### config.mk
export PLATFORM = sky130hd
export DESIGN_NAME = lsu_wb
export DESIGN_NICKNAME = d
export VERILOG_FILES = /design/src/rtl/singlecycle_pkg.sv /design/src/rtl/lsu_align.sv /design/src/rtl/lsu_wb.sv
export SDC_FILE = /design/constraint.sdc
export NUM_CORES = 1
export LEC_CHECK = 0
export CAP_MARGIN = 30
export CORE_MARGIN = 1.5
export CORE_UTILIZATION = 41
export DETAILED_ROUTE_END_ITERATION = 10
export GPL_TIMING_DRIVEN = 0
export PLACE_DENSITY = 0.81
export RECOVER_POWER = 50
export SETUP_SLACK_MARGIN = 0.05
export SLEW_MARGIN = 20
export SYNTH_ARGS = -nofsm -noshare
export SYNTH_HDL_FRONTEND = slang
export SYNTH_SLANG_ARGS = --single-unit
### constraint.sdc
create_clock -name i_clk -period 2.7 [get_ports i_clk]
set_input_delay 0.54 -clock i_clk [delete_from_list [all_inputs] [get_ports i_clk]]
set_output_delay 0.54 -clock i_clk [all_outputs]
set_load 0.02 [all_outputs]
### src/rtl/singlecycle_pkg.sv
// Shared types and constants for the RV32I core: register index width,
// load/store unit states and funct3 width encodings.
package singlecycle_pkg;
  localparam int REGIDX_WIDTH = 5;

  typedef enum logic [2:0] {
    IDLE,
    REQ,
    WAIT,
    WB,
    DONE,
    FAULT
  } lsu_state_e;

  localparam logic [2:0] F3_B  = 3'b000;
  localparam logic [2:0] F3_H  = 3'b001;
  localparam logic [2:0] F3_W  = 3'b010;
  localparam logic [2:0] F3_BU = 3'b100;
  localparam logic [2:0] F3_HU = 3'b101;

  function automatic logic f3_legal(input logic is_store, input logic [2:0] f3);
    if (is_store) return (f3 == F3_B) || (f3 == F3_H) || (f3 == F3_W);
    return (f3 == F3_B) || (f3 == F3_H) || (f3 == F3_W) || (f3 == F3_BU) || (f3 == F3_HU);
  endfunction
endpackage

### src/rtl/lsu_align.sv
// Combinational data path of the LSU: store lane steering, byte strobes,
// load extraction/extension and operation legality (LSU_MISALIGN_CHECK_EN adds alignment faults).
module lsu_align
  import singlecycle_pkg::*;
(
  input  logic        is_store,
  input  logic [2:0]  funct3,
  input  logic [1:0]  addr_lo,
  input  logic [31:0] store_data,
  input  logic [31:0] rdata,
  output logic [31:0] wdata,
  output logic [3:0]  wstrb,
  output logic [31:0] load_data,
  output logic        bad
);
  logic [1:0]  sh;
  logic [31:0] shifted;
  logic        misalign;

  // Low address bits below the access size are dropped, so a halfword at
  // offset 3 reads lanes 3:2 and a word ignores addr_lo entirely.
  always_comb begin
    wdata = store_data;
    wstrb = 4'b1111;
    sh    = 2'b00;
    case (funct3[1:0])
      2'b00: begin
        wdata = {4{store_data[7:0]}};
        wstrb = 4'b0001 << addr_lo;
        sh    = addr_lo;
      end
      2'b01: begin
        wdata = {2{store_data[15:0]}};
        wstrb = 4'b0011 << {addr_lo[1], 1'b0};
        sh    = {addr_lo[1], 1'b0};
      end
      default: begin
        wdata = store_data;
        wstrb = 4'b1111;
        sh    = 2'b00;
      end
    endcase
    if (!is_store) wstrb = 4'b0000;
  end

  assign shifted = rdata >> {sh, 3'b000};

  always_comb begin
    load_data = shifted;
    case (funct3)
      F3_B:    load_data = {{24{shifted[7]}}, shifted[7:0]};
      F3_H:    load_data = {{16{shifted[15]}}, shifted[15:0]};
      F3_BU:   load_data = {24'h0, shifted[7:0]};
      F3_HU:   load_data = {16'h0, shifted[15:0]};
      default: load_data = shifted;
    endcase
  end

`ifdef LSU_MISALIGN_CHECK_EN
  assign misalign = ((funct3[1:0] == 2'b01) && addr_lo[0]) ||
                    ((funct3[1:0] == 2'b10) && (addr_lo != 2'b00));
`else
  assign misalign = 1'b0;
`endif

  assign bad = !f3_legal(is_store, funct3) || misalign;
endmodule

### src/rtl/lsu_wb.sv
// RV32I load/store + writeback unit: one operation in flight, valid/ready memory
// request, separate read strobe, one-cycle register write. Option: LSU_MISALIGN_CHECK_EN.
module lsu_wb
  import singlecycle_pkg::*;
(
  input  logic                    i_clk,
  input  logic                    i_rst_n,
  input  logic                    i_req_valid,
  output logic                    o_req_ready,
  input  logic                    i_is_store,
  input  logic [2:0]              i_funct3,
  input  logic [31:0]             i_addr,
  input  logic [31:0]             i_store_data,
  input  logic [REGIDX_WIDTH-1:0] i_rd_addr,
  output logic                    o_mem_valid,
  input  logic                    i_mem_ready,
  output logic [31:0]             o_mem_addr,
  output logic                    o_mem_wen,
  output logic [3:0]              o_mem_wstrb,
  output logic [31:0]             o_mem_wdata,
  input  logic                    i_mem_rvalid,
  input  logic [31:0]             i_mem_rdata,
  output logic                    o_rd_wen,
  output logic [REGIDX_WIDTH-1:0] o_rd_addr,
  output logic [31:0]             o_rd_data,
  output logic                    o_store_done,
  output logic                    o_fault
);
  lsu_state_e state, nxt;

  logic                    is_store_q;
  logic [2:0]              f3_q;
  logic [31:0]             addr_q, sdata_q, rdata_q;
  logic [REGIDX_WIDTH-1:0] rd_q;

  logic        idle, accept, bad, in_req, sel_store;
  logic [2:0]  sel_f3;
  logic [31:0] sel_addr, sel_sdata, wdata, load_data;
  logic [3:0]  wstrb;

  assign idle   = (state == IDLE);
  assign in_req = (state == REQ);
  assign accept = i_req_valid && idle;

  // The aligner sees the live request while idle (for the legality check at
  // accept) and the captured request for the rest of the operation.
  assign sel_store = idle ? i_is_store   : is_store_q;
  assign sel_f3    = idle ? i_funct3     : f3_q;
  assign sel_addr  = idle ? i_addr       : addr_q;
  assign sel_sdata = idle ? i_store_data : sdata_q;

  lsu_align u_align (
    .is_store  (sel_store),
    .funct3    (sel_f3),
    .addr_lo   (sel_addr[1:0]),
    .store_data(sel_sdata),
    .rdata     (i_mem_rdata),
    .wdata     (wdata),
    .wstrb     (wstrb),
    .load_data (load_data),
    .bad       (bad)
  );

  always_ff @(posedge i_clk or negedge i_rst_n) begin
    if (!i_rst_n) begin
      state      <= IDLE;
      is_store_q <= 1'b0;
      f3_q       <= 3'b000;
      addr_q     <= 32'h0;
      sdata_q    <= 32'h0;
      rd_q       <= '0;
      rdata_q    <= 32'h0;
    end else begin
      state <= nxt;
      if (accept) begin
        is_store_q <= i_is_store;
        f3_q       <= i_funct3;
        addr_q     <= i_addr;
        sdata_q    <= i_store_data;
        rd_q       <= i_rd_addr;
      end
      if ((state == WAIT) && i_mem_rvalid) rdata_q <= load_data;
    end
  end

  always_comb begin
    nxt = state;
    case (state)
      IDLE:    if (accept) nxt = bad ? FAULT : REQ;
      REQ:     if (i_mem_ready) nxt = is_store_q ? DONE : WAIT;
      WAIT:    if (i_mem_rvalid) nxt = WB;
      WB:      nxt = IDLE;
      DONE:    nxt = IDLE;
      FAULT:   nxt = IDLE;
      default: nxt = IDLE;
    endcase
  end

  // Every output decodes from registered state, so async reset clears them at once.
  assign o_req_ready  = idle;
  assign o_mem_valid  = in_req;
  assign o_mem_addr   = in_req ? {addr_q[31:2], 2'b00} : 32'h0;
  assign o_mem_wen    = in_req && is_store_q;
  assign o_mem_wstrb  = in_req ? wstrb : 4'b0000;
  assign o_mem_wdata  = (in_req && is_store_q) ? wdata : 32'h0;
  assign o_rd_wen     = (state == WB) && (rd_q != '0);
  assign o_rd_addr    = (state == WB) ? rd_q : '0;
  assign o_rd_data    = (state == WB) ? rdata_q : 32'h0;
  assign o_store_done = (state == DONE);
  assign o_fault      = (state == FAULT);
endmodule

# Yosys cells after proc, flatten, opt, wreduce, memory -nomap -nowiden
# Index checks and enable logic that the tools add are counted.
[totals]
regBits = 108
input_bits = 110
out_inout_bits = 111
elab_cells = 59
[op_classes]
eq_ne = 13
shift = 3
muxes = 23
reduce_logical = 13
[ops]
columns = ["operator", "n"]
rows = [
  ["$mux 32", 4],
  ["$pmux 32 s4", 1],
  ["$pmux 32 s2", 1],
  ["$shr 32x5->32", 1],
  ["$mux 3", 6],
  ["$eq 3x3->1 const B", 4],
  ["$eq 3x2->1 const B", 3],
  ["$pmux 3 s3", 1],
  ["$mux 4", 2],
  ["$pmux 4 s2", 1],
  ["$eq 3x1->1 const B", 2],
  ["$logic_not 3->1", 2],
  ["$mux 5", 1],
  ["$reduce_bool 5->1", 1],
  ["$logic_and 1x1->1", 4],
  ["$logic_or 1x1->1", 4],
  ["$mux 1", 4],
  ["$ne 2x2->1 const B", 2],
  ["$pmux 2 s2", 1],
  ["$shl 1x2->4 const A", 1],
  ["$shl 2x2->4 const A", 1],
  ["$reduce_and 3->1", 1],
  ["$eq 2x1->1 const B", 1],
  ["$logic_not 2->1", 1],
  ["other kinds (2)", 2],
]

# Depth between registers and ports, before layout
# Gate-level depths: netlist (run 1).
[depth]
depth_word = 11
depth_mapped = 10
ltp_nobuf = 7

# Modules after synthesis
# Synthesis (run 1) repeated with hierarchy kept, for this count alone.
[hier_totals]
hier_cells = 559
area_unflattened_um2 = 6845.3
[modules_own_cells]
columns = ["mod", "instances", "cells_each", "area_per_inst_um2", "seq_area_each_um2"]
rows = [
  ["lsu_wb", 1, 405, 5709.2, 2702.6],
  ["lsu_align", 1, 154, 1136.1, 0.0],
]

# Least setup slack after synthesis (run 1)
# OpenSTA, ideal clock, no wires.
[synth_timing]
path_kind = "register -> output"
start = "register state[2]"
end = "output o_mem_wdata[24]"
t_arrival_ns = 2.524
t_required_ns = 2.160
path_slack_ns = -0.364
stages_incl_launch_ff = 9
n_path_buf = 3
path_cell_list = "dfrtp_1 buf_6 or3_1 buf_6 buf_2 mux2i_2 mux2i_1 nor2_1 a311oi_1"
[synth_between]
elab_chain_len = 5
word_cells_on_any_way = 9
classes_between = "eq/ne: 2; mux: 4; reduce/logical: 3"
[synth_lines]
columns = ["element", "line", "text"]
rows = [
  ["start, declared", "lsu_wb.sv:29", "lsu_state_e state, nxt;"],
  ["start signal, assigned", "lsu_wb.sv:74", "state <= nxt;"],
  ["$logic_not 3->1", "lsu_wb.sv:41", "assign idle = (state == IDLE);"],
  ["$mux 3", "lsu_wb.sv:48", "assign sel_f3 = idle ? i_funct3 : f3_q;"],
  ["$eq 2x1->1 or $logic_not 2->1 (tied branches)", "lsu_align.sv:26", "case (funct3[1:0])"],
  ["$pmux 32 s2", "lsu_align.sv:26", ""],
  ["$mux 32 (*)", "lsu_wb.sv:105", "assign o_mem_wdata = (in_req && is_store_q) ? wdata : 32'h0;"],
  ["end, declared", "lsu_wb.sv:20", "output logic [31:0] o_mem_wdata,"],
]
# Every way passes the cells marked *; elsewhere a longest branch is shown, timed or not.

# Worst setup path in the final report (run 1)
[layout_timing]
start = "register state[0]"
end = "output o_mem_wdata[25]"
# Same word-level chain as after synthesis.

==> results of run 1 <==
==> kinds of logic after synthesis <==
kind of cell | count (synthesis)
buffers and inverters | 58
and+or+nand+nor | 238
AOI/OAI and AO/OA | 76
other | 1
muxes | 116
DFF | 108
==> power by group through the flow <==
stage	registers (W)	logic [W]	clock network [W]
final	0.00296	0.00845	0.00144
after global placement	0.00285	0.00642	0
after CTS	0.00292	0.00741	0.00147
after detailed placement	0.00290	0.00651	0
after floorplan	0.00275	0.00431	0
after global routing	0.00305	0.00892	0.00153
==> worst register-to-register path: cells and delay by family (launching register included) <==
kind	cells	cell delay, ns
flops	1	0.38
simple gates	2	0.55
mux	1	0.39
buf+inv	5	1.23
==> how the worst max path moves through the flow <==
stage                               from                       to  slack, ns  depth (start not counted)
floorplan           state[2]$_DFFE_PN0P_          o_mem_wdata[21]      -0.11                          8
global placement                 i_rst_n  sdata_q[18]$_DFFE_PN0P_      -3.22                          1
detailed placement  state[2]$_DFFE_PN0P_          o_mem_wdata[25]      -0.82                         10
CTS                 state[2]$_DFFE_PN0P_          o_mem_wdata[24]      -0.43                         11
global route        state[0]$_DFFE_PN0P_          o_mem_wdata[24]      -0.51                         10
finish              state[0]$_DFFE_PN0P_          o_mem_wdata[25]      -0.44                         10
==> layout by cell type, fill, tap and decap left out, types with 10 or more instances in the layout <==
cell / synthesis / final
buf_4: 3 / 53
and3_4: 0 / 16
dlygate4sd2_1: 0 / 51
nand2_1: 77 / 69
clkdlybuf4s15_1: 0 / 12
clkbuf_1: 33 / 17
a21oi_2: 10 / 11
dfrtp_1: 108 / 108
a21oi_1: 12 / 10
mux2i_4: 1 / 14
buf_6: 3 / 30
o21ai_0: 18 / 18
clkdlybuf4s50_1: 0 / 108
and3_1: 84 / 68
mux2i_1: 34 / 20
nor2_1: 48 / 41
mux2_2: 80 / 79
==> layer usage <==
metal,global-route usage,up-vias,routed length [um]
met5,0,-,0
met4,0.106,0,659
met3,0.0559,52,1520
met2,0.418,250,10200
met1,0.337,2830,8520
li1,-,2659,-
==> repair_timing <==
action / CTS / global route
setup buffers: 31 / 20
setup endpoints to repair: 133 / 150
gates resized for setup: 347 / 99
endpoints found under the hold margin: 0 / 0
pin swaps: 23 / 26
gates cloned: 0 / 0
==> through the flow <==
step	instances	power [W]
6_report	1055	0.0129
3_5_place_dp	995	0.00941
5_1_grt	1054	0.0135
2_1_floorplan	598	0.00706
3_3_place_gp	994	0.00927
4_1_cts	1039	0.0118
==> registers in the layout, summed over array words and instances, names as in the netlist <==
register / cells
f3_q: 3
sdata_q: 32
rdata_q: 32
is_store_q: 1
state: 3
rd_q: 5
addr_q: 32
==> final cells by class <==
class / count / area (sq um) / area share
Timing Repair Buffer: 266 / 2540 / 0.262
Clock inverter: 6 / 88.8 / 0.00915
Multi-Input combinational cell: 432 / 3550 / 0.365
Tap cell: 180 / 225 / 0.0232
Clock buffer: 10 / 229 / 0.0236
Inverter: 5 / 30.0 / 0.00309
Buffer: 47 / 337 / 0.0347
Sequential cell: 108 / 2700 / 0.278
Antenna cell: 1 / 2.50 / 0.000258
==> flow_summary.ini, run 1 <==
[outcome]
status = finished with violations
violations = capacitance limit, slew limit, setup timing

[cts]
htree_levels = 3
cts_made_buffers = 9
cts_tree = yes
clk_path_buf_depth = 2
clk_pin_slew_ns = 0.07
cts_sinks = 108
clk_latency_ns = 0.35
holdBufCountCts = 0
cts_root_buffer = clkbuf_16

[timing]
hold_viol_final = 0
skew_ns = 0.00742
period_share = 1.16
setup_viol = 29
rsz0062_at_grt = true
fin_setup_tns_ns = -9.70
fin_ws_ns = -0.436
slew_violations = 41
tightest_slew_ns = 2.15
max_clock_freq_mhz = 319
hold_ws_ns = 0.476
min_period_ns = 3.14
maxSlewHeadroom = -0.436

[yosys]
synthSimpleGateAreaFrac = 0.197
ys_seq_area_frac = 0.452
yosys_most_used_dff = dfrtp_1
synth-xor-area-share = 0
synth-seq-cells = 108
syn_inst = 597
netlist_top_cells_count = dfrtp_1, and3_1, mux2_2
synth.cell_area_sq_um = 5980
synth_cell_types = 45
yosysTopAreaCellShare = 0.452
ys_warn_count = 0
synth_async_sr_flop_share = 1.00
synth_most_common_cell = dfrtp_1
synth_edf_count = 0
yosys.area.top_type = dfrtp_1
synth_area_per_cell_sq_um = 10.0
synth_top_family_by_area = multiplexers
synth_mux_area_frac = 0.214
synth_fa_ha_area_frac = 0
ys_top_cells_by_area = dfrtp_1, mux2_2, and3_1
synth_compound_area_frac = 0.0923

[min_path]
hold_start = rdata_q[2]$_DFFE_PN0P_
hp-class = flip-flop to flip-flop
whs_path_depth = 2
hold_end = rdata_q[2]$_DFFE_PN0P_

[drt]
routedWlPerCell_um = 19.8
detail_route.drc_violations = 0
wirelength_um = 20900
vias = 5791
via_per_inst = 5.49
ant_nets = 0
drt-initial-drc-count = 412
first_pass_iters = 5

[global_routing]
grt_pass1_vias = 5644
grt_pass1_wl_um = 30000
antenna_found_initial = 1
grt_overflow_total = 0
grt_start_max_net_pins = 70
grtUsageTotal = 0.259

[placement]
routabilityCongestion = 0.847
portBuffers = 216
place_ws_ns = -0.823
dpl-instance-area_sq_um = 8530
dp_hpwl_um = 14000

[power]
pwr-share-clk = 0.112
swShare = 0.425
p_int_w = 0.00739
p_leak_nw = 4.51
cellPowerDensity_nw_per_um2 = 1320
p_switching_w = 0.00546
vdd_ir_drop_max_mv = 0.682
pwr-share-seq = 0.230
p_comb_frac = 0.658

[floorplanning]
ioPinCount = 221
initial_core_util = 0.426
rows = 43
die_x_um = 124
die_h_um = 124
core-area_sq_um = 14000
dieArea_sq_um = 15300

[worst_setup_path]
rr_startpoint = state[0]$_DFFE_PN0P_
critPathSlowestCell = dfrtp_1
r2r_slack_ns = 0.04
worstRegToRegCells = 8
worstSetupEndpointType = output port
critPathKind = flip-flop to output port
cp.arrival_ns = 2.60
worst-endpoint-required_ns = 2.16
rr_endpoint = addr_q[27]$_DFFE_PN0P_
cpLargestDelayFamily = buffers and inverters
max_stage_delay_ns = 0.38
cp.buffers_inverters = 5
critical_path.cell_chain = or3_4 -> buf_6 -> buf_12 -> mux2i_4 -> buf_12 -> buf_4 -> mux2i_1 -> nor2_1 -> a311oi_4 -> buf_6
crit_path_start_kind = flip-flop
worstPathMaxFanout = 7

[layout]
n_fill_cell = 1092
final_util = 0.691
nets = 979
drive_above_1_share = 0.356
fin_area_sq_um = 9710
synthToLayoutAreaGrowth_pct = 62.3

[job]
maxCapViolations = 1
Note: power is estimated with default switching activity, not from simulation.
==> run 2: changes to the inputs <==
Settings changed: CORE_MARGIN 1.5 to not set, CORE_UTILIZATION 41 to 49, PLACE_DENSITY 0.81 to 0.9, TNS_END_PERCENT set to 50.
Clock period 2.7 ns to 4 ns, I/O delays scaled along.
==> run 2 against run 1 <==
Net effect: the flow finishes with violations (capacitance limit, slew limit); non-clock buffer count is 39 lower; first-iteration DRC count shrank 5.3%; sequential share of layout area grew 3.3 points; routed wire length fell by 8.6%; combinational power decreased by 49%; cell area decreased by 11%.
==> flow_summary.ini, run 2 (synthesized netlist as in run 1, its figures left out) <==
[outcome]
status = finished with violations
violations = capacitance limit, slew limit

[timing]
min_period_ns = 3.92
setup_viol = 0
maxSlewHeadroom = -1.02
fin_setup_tns_ns = 0
rsz0062_at_grt = true
hold_ws_ns = 0.479
skew_ns = 0.00640
slew_violations = 55
tightest_slew_ns = 3.03
period_share = 0.979
max_clock_freq_mhz = 255
hold_viol_final = 0

[drt]
first_pass_iters = 5
topRoutingLayerUsed = met4
wl_met1_um = 7850
routedWlPerCell_um = 19.5
vias = 5695
via_per_inst = 5.82
detail_route.drc_violations = 0
ant_nets = 0
wirelength_um = 19100
dr_wl_met3_um = 1320
drt-initial-drc-count = 390
met2_length_um = 9340

[placement]
dp.cells = 958
dpl-instance-area_sq_um = 8350
dp_hpwl_um = 14300
routabilityCongestion = 0.919
portBuffers = 216

[worst_setup_path]
worstRegToRegCells = 10
worst-endpoint-required_ns = 3.20
critPathSlowestCell = clkdlybuf4s50_1
max_stage_delay_ns = 0.55
worstPathMaxFanout = 10
cp.arrival_ns = 3.12
critical_path.cell_chain = buf_6 -> or3_1 -> buf_6 -> buf_2 -> buf_2 -> mux2i_2 -> nand2_1 -> and3_1 -> clkdlybuf4s50_1
critPathKind = flip-flop to output port
crit_path_start_kind = flip-flop
cp.buffers_inverters = 5
cpLargestDelayFamily = buffers and inverters
crit_cells = 9
worstSetupEndpointType = output port

[global_routing]
grt_overflow_total = 0
grt_pass1_wl_um = 30300
grt_start_max_net_pins = 56
antenna_found_initial = 0
grtUsageTotal = 0.310
grt_pass1_vias = 5770

[layout]
layout_commonest_cell = clkdlybuf4s50_1
fin_area_sq_um = 8670
drive_above_1_share = 0.166
layout.cells.non_filler = 978
nets = 940
diodes = 0
n_fill_cell = 856
synthToLayoutAreaGrowth_pct = 45.0
final_cell_mix = clkdlybuf4s50_1, dfrtp_1, and3_1
largestRegisters = addr_q x32, rdata_q x32, sdata_q x32
final_util = 0.743

[cts]
cts_tree = yes
clk_pin_slew_ns = 0.07
clk_latency_ns = 0.36
htree_levels = 3
cts_root_buffer = clkbuf_16
cts_made_buffers = 9
holdBufCountCts = 0
cts_sinks = 108
clk_path_buf_depth = 2

[floorplanning]
initial_core_util = 0.513
die_x_um = 112
core-area_sq_um = 11700
die_h_um = 112
ioPinCount = 221
dieArea_sq_um = 12600
rows = 39

[min_path]
whs_path_depth = 2
hp-class = flip-flop to flip-flop

[power]
cellPowerDensity_nw_per_um2 = 823
vdd_ir_drop_max_mv = 0.507
p_leak_nw = 3.92

[job]
maxCapViolations = 1
-- run 2: changes by cell type in the layout (fill, tap and decap cells not counted), moves of 10 or more --
cell | before | now
buf_4 | 53 | 7
dlygate4sd2_1 | 51 | 16
and3_4 | 16 | 0
and3_1 | 68 | 84
clkbuf_1 | 17 | 33
buf_6 | 30 | 3
clkdlybuf4s50_1 | 108 | 195
mux2i_4 | 14 | 2
mux2i_1 | 20 | 30
clkdlybuf4s15_1 | 12 | 1
-- run 2: final timing paths --
check / startpoint / endpoint / slack [ns]
setup / recovery: state[2]$_DFFE_PN0P_ / o_mem_wdata[11] / 0.08
hold / removal: rdata_q[1]$_DFFE_PN0P_ / rdata_q[1]$_DFFE_PN0P_ / 0.48
setup reg to reg: state[2]$_DFFE_PN0P_ / rdata_q[26]$_DFFE_PN0P_ / 1.11
hold reg to reg: rdata_q[1]$_DFFE_PN0P_ / rdata_q[1]$_DFFE_PN0P_ / 0.48
max in group asynchronous: i_rst_n / addr_q[24]$_DFFE_PN0P_ / 0.86
min in group asynchronous: i_rst_n / rdata_q[5]$_DFFE_PN0P_ / 1.44
-- run 2: cell type report --
type	instances	area, sq um	share of cell area
Buffer	53	251	0.0290
Clock buffer	10	239	0.0276
Clock inverter	6	40.0	0.00462
Inverter	5	18.8	0.00217
Multi-Input combinational cell	432	3040	0.351
Sequential cell	108	2700	0.312
Tap cell	143	179	0.0206
Timing Repair Buffer	221	2200	0.253
-- run 2: per-layer routing --
metal / track usage / up-vias
met5: 0 / -
met3: 0.0594 / 43
li1: - / 2574
met1: 0.393 / 2815
met4: 0.124 / 0
met2: 0.525 / 263
-- run 2: what timing repair did --
item | CTS | global route
endpoints found under the setup margin | 22 | 13
resized for setup | 28 | 6
buffers inserted | 0 | 4
-- run 2: tightest hold or removal path, stage by stage, from the launching register on --
cell	delay (ns)
dfrtp_1	0.34
nand2_1	0.04
o21ai_0	0.06
-- run 2: stage by stage --
step                      total power (W)  worst slack [ns]
after floorplan                   0.00461             0.676
after global placement            0.00607             -1.96
after detailed placement          0.00620            0.0299
after CTS                         0.00708            0.0906
after global routing              0.00755           0.00644
final                             0.00713            0.0828
-- run 2: report_power, final --
part / internal, W / leakage [nW] / switching [W]
clock network: 0.000439 / 0.138 / 0.000417
logic: 0.00194 / 2.51 / 0.00237
registers: 0.00165 / 1.27 / 0.000306
